<file path="src/rtl/div_iter_unit.sv">
// Iterative radix-2 restoring divider for DIV/DIVU/REM/REMU and the RV64 *W forms.
// Operands are reduced to magnitudes at accept and the signs are fixed up in a single FIX cycle.
module div_iter_unit #(
    parameter int unsigned XLEN = 64
) (
    input  logic            i_clk,
    input  logic            i_rst_n,
    input  logic            i_div_valid,
    output logic            o_div_ready,
    input  logic [1:0]      i_div_op,
    input  logic            i_div_word,
    input  logic [XLEN-1:0] i_op0,
    input  logic [XLEN-1:0] i_op1,
    input  logic            i_div_flush,
    output logic            o_div_busy,
    output logic            o_res_valid,
    output logic [XLEN-1:0] o_res
);

    typedef enum logic [1:0] {StIdle, StCalc, StFix, StDone} state_e;

    localparam logic [6:0] CntFull = 7'(XLEN - 1);
    localparam logic [6:0] CntWord = 7'd31;

    // Bits above 31 take the supplied extension bit.
    function automatic logic [XLEN-1:0] ext32(input logic [XLEN-1:0] v, input logic s);
        logic [XLEN-1:0] o;
        for (int i = 0; i < XLEN; i++) begin
            o[i] = (i < 32) ? v[i] : s;
        end
        return o;
    endfunction

    function automatic logic [XLEN-1:0] fin(input logic [XLEN-1:0] v, input logic word);
        return word ? ext32(v, v[31]) : v;
    endfunction

    state_e          r_state;
    logic [1:0]      r_op;
    logic            r_word;
    logic            r_qneg;
    logic            r_rneg;
    logic [6:0]      r_cnt;
    logic [XLEN-1:0] r_div;
    logic [XLEN-1:0] r_rem;
    logic [XLEN-1:0] r_quo;
    logic [XLEN-1:0] r_res;

    logic            w_word;
    logic            w_signed;
    logic [XLEN-1:0] w_a;
    logic [XLEN-1:0] w_b;
    logic            w_s0;
    logic            w_s1;
    logic [XLEN-1:0] w_ma;
    logic [XLEN-1:0] w_mb;
    logic [XLEN-1:0] w_min;
    logic            w_div0;
    logic            w_ovf;
    logic [XLEN-1:0] w_spec_res;
    logic            w_accept;
    logic [XLEN:0]   w_shift;
    logic [XLEN:0]   w_trial;
    logic            w_ge;
    logic [XLEN-1:0] w_fq;
    logic [XLEN-1:0] w_fr;
    logic [XLEN-1:0] w_fix_res;

    always_comb begin
        w_word   = (XLEN > 32) && i_div_word;
        w_signed = ~i_div_op[0];
        w_a      = w_word ? ext32(i_op0, w_signed & i_op0[31]) : i_op0;
        w_b      = w_word ? ext32(i_op1, w_signed & i_op1[31]) : i_op1;
        w_s0     = w_signed & w_a[XLEN-1];
        w_s1     = w_signed & w_b[XLEN-1];
        w_ma     = w_s0 ? -w_a : w_a;
        w_mb     = w_s1 ? -w_b : w_b;
        w_min    = w_word ? ext32(XLEN'(32'h8000_0000), 1'b1) : {1'b1, {(XLEN-1){1'b0}}};
        w_div0   = (w_b == '0);
        w_ovf    = w_signed && (w_a == w_min) && (w_b == '1);
        if (w_div0) begin
            w_spec_res = fin(i_div_op[1] ? w_a : '1, w_word);
        end else begin
            w_spec_res = fin(i_div_op[1] ? '0 : w_a, w_word);
        end
        w_accept = i_div_valid && (r_state == StIdle);
    end

    // One restoring step: shift in the next dividend bit, subtract if it fits.
    always_comb begin
        w_shift   = {r_rem, r_quo[XLEN-1]};
        w_ge      = (w_shift >= {1'b0, r_div});
        w_trial   = w_shift - {1'b0, r_div};
        w_fq      = r_qneg ? -r_quo : r_quo;
        w_fr      = r_rneg ? -r_rem : r_rem;
        w_fix_res = fin(r_op[1] ? w_fr : w_fq, r_word);
    end

    always_ff @(posedge i_clk) begin
        if (!i_rst_n) begin
            r_state <= StIdle;
            r_op    <= '0;
            r_word  <= 1'b0;
            r_qneg  <= 1'b0;
            r_rneg  <= 1'b0;
            r_cnt   <= '0;
            r_div   <= '0;
            r_rem   <= '0;
            r_quo   <= '0;
            r_res   <= '0;
        end else if (i_div_flush) begin
            r_state <= StIdle;
        end else begin
            unique case (r_state)
                StIdle: begin
                    if (w_accept) begin
                        r_op   <= i_div_op;
                        r_word <= w_word;
                        r_qneg <= w_s0 ^ w_s1;
                        r_rneg <= w_s0;
                        r_div  <= w_mb;
                        r_rem  <= '0;
                        // Word forms place the 32-bit dividend at the top so N=32 steps suffice.
                        r_quo  <= w_word ? (w_ma << (XLEN - 32)) : w_ma;
                        r_cnt  <= w_word ? CntWord : CntFull;
                        if (w_div0 || w_ovf) begin
                            r_res   <= w_spec_res;
                            r_state <= StDone;
                        end else begin
                            r_state <= StCalc;
                        end
                    end
                end
                StCalc: begin
                    r_rem <= w_ge ? w_trial[XLEN-1:0] : w_shift[XLEN-1:0];
                    r_quo <= {r_quo[XLEN-2:0], w_ge};
                    if (r_cnt == '0) begin
                        r_state <= StFix;
                    end else begin
                        r_cnt <= r_cnt - 7'd1;
                    end
                end
                StFix: begin
                    r_res   <= w_fix_res;
                    r_state <= StDone;
                end
                StDone: begin
                    r_state <= StIdle;
                end
                default: r_state <= StIdle;
            endcase
        end
    end

    assign o_div_ready = (r_state == StIdle);
    assign o_div_busy  = (r_state == StCalc) || (r_state == StFix);
    assign o_res_valid = (r_state == StDone);
    assign o_res       = r_res;

endmodule

</file>
<file path="config.mk">
export PLATFORM = sky130hd
export DESIGN_NAME = div_iter_unit
export DESIGN_NICKNAME = d
export VERILOG_FILES = /design/src/rtl/div_iter_unit.sv
export SDC_FILE = /design/constraint.sdc
export NUM_CORES = 1
export LEC_CHECK = 0
export CORE_ASPECT_RATIO = 0.9
export CORE_UTILIZATION = 45
export DETAILED_ROUTE_END_ITERATION = 8
export PLACE_DENSITY = 0.73
export SLEW_MARGIN = 20
export SYNTH_ARGS = -nofsm -noshare
export SYNTH_HDL_FRONTEND = slang
export SYNTH_SLANG_ARGS = --single-unit
</file>
<file path="constraint.sdc">
create_clock -name i_clk -period 3.94 [get_ports i_clk]
set_clock_uncertainty 0.05 [all_clocks]
set_input_delay 0.788 -clock i_clk [delete_from_list [all_inputs] [get_ports i_clk]]
set_output_delay 0.788 -clock i_clk [all_outputs]
set_load 0.01 [all_outputs]
</file>
==> results.ini <==
[detailed_routing]
remaining_drc_errors = 0
final_antenna_net_count = 0
first_iter_violations = 3274
first_pass_iters = 9
wl_per_cell_um = 21.8
finalWirelength_mm = 90.8
dr_total_vias = 25800
via_per_inst = 6.21

[setup_path]
start_kind = flip-flop
ff2ff_path_depth = 8
path_max_fanout = 9
cp.required_ps = 4370
worst-setup-path-type = reg -> reg
rrSetupSlack_ps = 110
crit_arrival_ps = 4260
crit_path_end_kind = flip-flop
reg2reg_from = r_quo[14]
timing.rr.end = o_res[50]

[logic_synthesis]
synthDistinctLibCells = 89
synthCells = 3154
synth_top_area_share_pct = 24.0
async_flop_share_pct = 0
synth_area_leaders = dfxtp_1 24%, a21oi_1 6.5%, xnor2_1 6.1%
synthesis.area_um2 = 22500
synth-seq-cells = 269
syn-num-nets = 3365
yosysSeqAreaShare_pct = 24.0
synth.avg_cell_area_um2 = 7.12
synth-edff-count = 0
yosys.area.top_type = dfxtp_1
yosys_most_used_dff = dfxtp_1
yosysWarnings = 0

[hold_path]
hold_start = r_div[55]
hold_class = reg -> reg
worstHoldEndpoint = r_div[55]
holdPathStages = 2

[pwr]
design_power_total_mw = 8.59
power_leakage_nw = 10.9
irDropWorstVdd_mv = 0.379
pwr_density_cell_nw_per_um2 = 306

[layout]
layout-drive-gt1-share_pct = 12.5
area_growth_pct = 24.9
final_nets = 3684
seqCellArea_um2 = 5390
antennaDiodeCount = 0
fin_cells = 4159
n_fill_cell = 4715
multi_input_area_um2 = 15800

[floorplanning]
chipWidth_um = 238
rows = 77
core-area_um2 = 49200
start_util_pct = 45.6
dieArea_um2 = 50800
die_height_um = 214
io_pins = 202

[clock_network]
clk_pin_slew_ps = 60
h-tree-depth = 1
clk_latency_ps = 600
cts_sinks = 269
cts_hold_buf = 0
cts_root_buffer = clkbuf_16
cts_max_path_buffers = 3
cts_tree = yes
cts_buffers = 31

[timing]
max_freq_mhz = 261
finalMaxSlewViolations = 0
fin_crit_ps = 3830
hold_viol = 0
min_period_over_period_pct = 97.1
slew_headroom_pct = 37.9
rsz0062_at_grt = false
setup_viol = 0
worstMarginPinSlew_ps = 928

[global_routing]
grt.overflow.total = 0
grt_pass1_vias = 23400
grtUsageTotal_pct = 34.4
antenna_found_initial = 2
grt_pass1_wl_mm = 138
grt_max_degree = 95

[place]
dp_hpwl_mm = 69.7
routabilityCongestion = 0.996
dpl.cell_count = 4110
portBuffers = 201

[outcome]
outcome = complete, no violations

[job]
cap_viol_max_count = 0

[layer usage]
metal / GRT usage (%) / vias to the layer above / wire length, um
li1: - / 12100 / -
met1: 48.8 / 12100 / 38800
met2: 51.2 / 1428 / 38500
met3: 8.02 / 174 / 10500
met4: 10.4 / 2 / 2910
met5: 0 / - / 12
[worst max-delay path, cell delays in order, from the launching register on]
cell      delay [ps]
dfxtp_1          320
or4_1            580
or3_1            430
or3_1            570
or3_1            450
o41ai_1          470
xor2_1           250
o221ai_1         270
a32o_1           320
[layout by cell type, fill, tap and decap left out, types with 10 or more instances in the layout]
cell type and instances:
clkdlybuf4s50_1 200, nand3_1 44, or4_1 30, o211ai_1 29, o22ai_1 24, nand4_1 60
nor3_1 72, a222oi_1 22, o31ai_1 61, a22oi_1 41, or3_1 54, a21o_1 41
a32o_1 12, clkbuf_16 31, a21oi_1 288, o21a_1 14, a221oi_1 18, or2_2 14
dfxtp_1 266, xor2_1 133, nand2_1 327, nor2b_1 12, buf_4 302, maj3_1 18
inv_1 118, a31oi_1 21, nor4_1 38, nand2b_1 16, o21ai_0 255, o21bai_1 26
o41ai_1 30, xnor2_1 157, nor2_1 344, and3_1 10, a211oi_1 84, ha_1 73
buf_12 14
[worst max-delay path by stage]
| stage | from | to | slack, ps | cells past startpoint |
|---|---|---|---|---|
| 2_1_floorplan | i_op1[13] | o_res[51] | 100 | 12 |
| 3_3_place_gp | i_op1[13] | o_res[62] | -480 | 12 |
| 3_5_place_dp | i_op1[13] | o_res[62] | -500 | 12 |
| 5_1_grt | r_div[0] | r_rem[46] | 0.4 | 15 |
| 4_1_cts | r_rem[1] | o_res[48] | 50 | 12 |
| 6_report | r_quo[14] | o_res[50] | 110 | 8 |
[Yosys cell counts (all sizes together), types with 75 or more instances]
master	number
xor2	133
a211oi	91
nor3	77
nand2	328
nor2	351
clkbuf	189
a21oi	292
o21ai	262
dfxtp	269
xnor2	157
ha	75
inv	119
[cell type report]
| class | count | share of cell area [%] |
|---|---|---|
| multi-input cells | 2534 | 56.4 |
| flip-flops and latches | 269 | 19.2 |
| repair buffers | 516 | 16.2 |
| clock buffers | 43 | 3.17 |
| well taps | 671 | 2.99 |
| inverters | 121 | 1.64 |
| clock inverters | 5 | 0.366 |
[through the flow]
step / setup TNS (ps) / setup WS [ps] / hold slack [ps] / area (um^2) / utilization (%)
after floorplan: 0 / 102 / 382 / 22500 / -
after global placement: -33320 / -479 / 389 / 27000 / 54.8
after detailed placement: -35070 / -499 / 398 / 27000 / 54.8
after CTS: 0 / 53.9 / 404 / 28000 / 56.8
after global routing: 0 / 0.374 / 422 / 28100 / 57.0
final: 0 / 114 / 400 / 28100 / 57.0
[cells by family (layout without fill, tap and decap cells)]
| kind of cell | Yosys count | count (layout) | share of synthesized area [%] |
|---|---|---|---|
| adder cells (fa/ha/maj) | 94 | 94 | 5.07 |
| buffers and inverters | 351 | 685 | 6.11 |
| AO/OA/AOI/OAI | 1062 | 1062 | 30.6 |
| multiplexers | 10 | 10 | 0.451 |
| AND/OR/NAND/NOR | 1078 | 1078 | 22.5 |
| flip-flops | 269 | 269 | 24.0 |
| XOR/XNOR | 290 | 290 | 11.3 |
[flip-flops by register name, summed over array words and instances (netlist names)]
| register | count |
|---|---|
| r_rneg | 1 |
| r_rem | 64 |
| o_res | 64 |
| r_state | 2 |
| r_qneg | 1 |
| r_op | 1 |
| r_div | 64 |
| r_cnt | 7 |
| r_quo | 64 |
| r_word | 1 |
[power by group]
group / total [mW] / internal, mW / leakage, nW / switching (mW)
logic: 2.63 / 1.02 / 8.20 / 1.62
clock network: 2.97 / 1.74 / 0.485 / 1.23
registers: 2.99 / 2.84 / 2.19 / 0.152
total: 8.59 / 5.60 / 10.9 / 3.00
[timing repair]
| item | CTS | global route |
|---|---|---|
| setup endpoints to repair | 1 | 58 |
| buffers inserted | 0 | 1 |
| pin swaps | 0 | 3 |
| gates resized for setup | 1 | 18 |
Power figures use the tool's default switching activity.
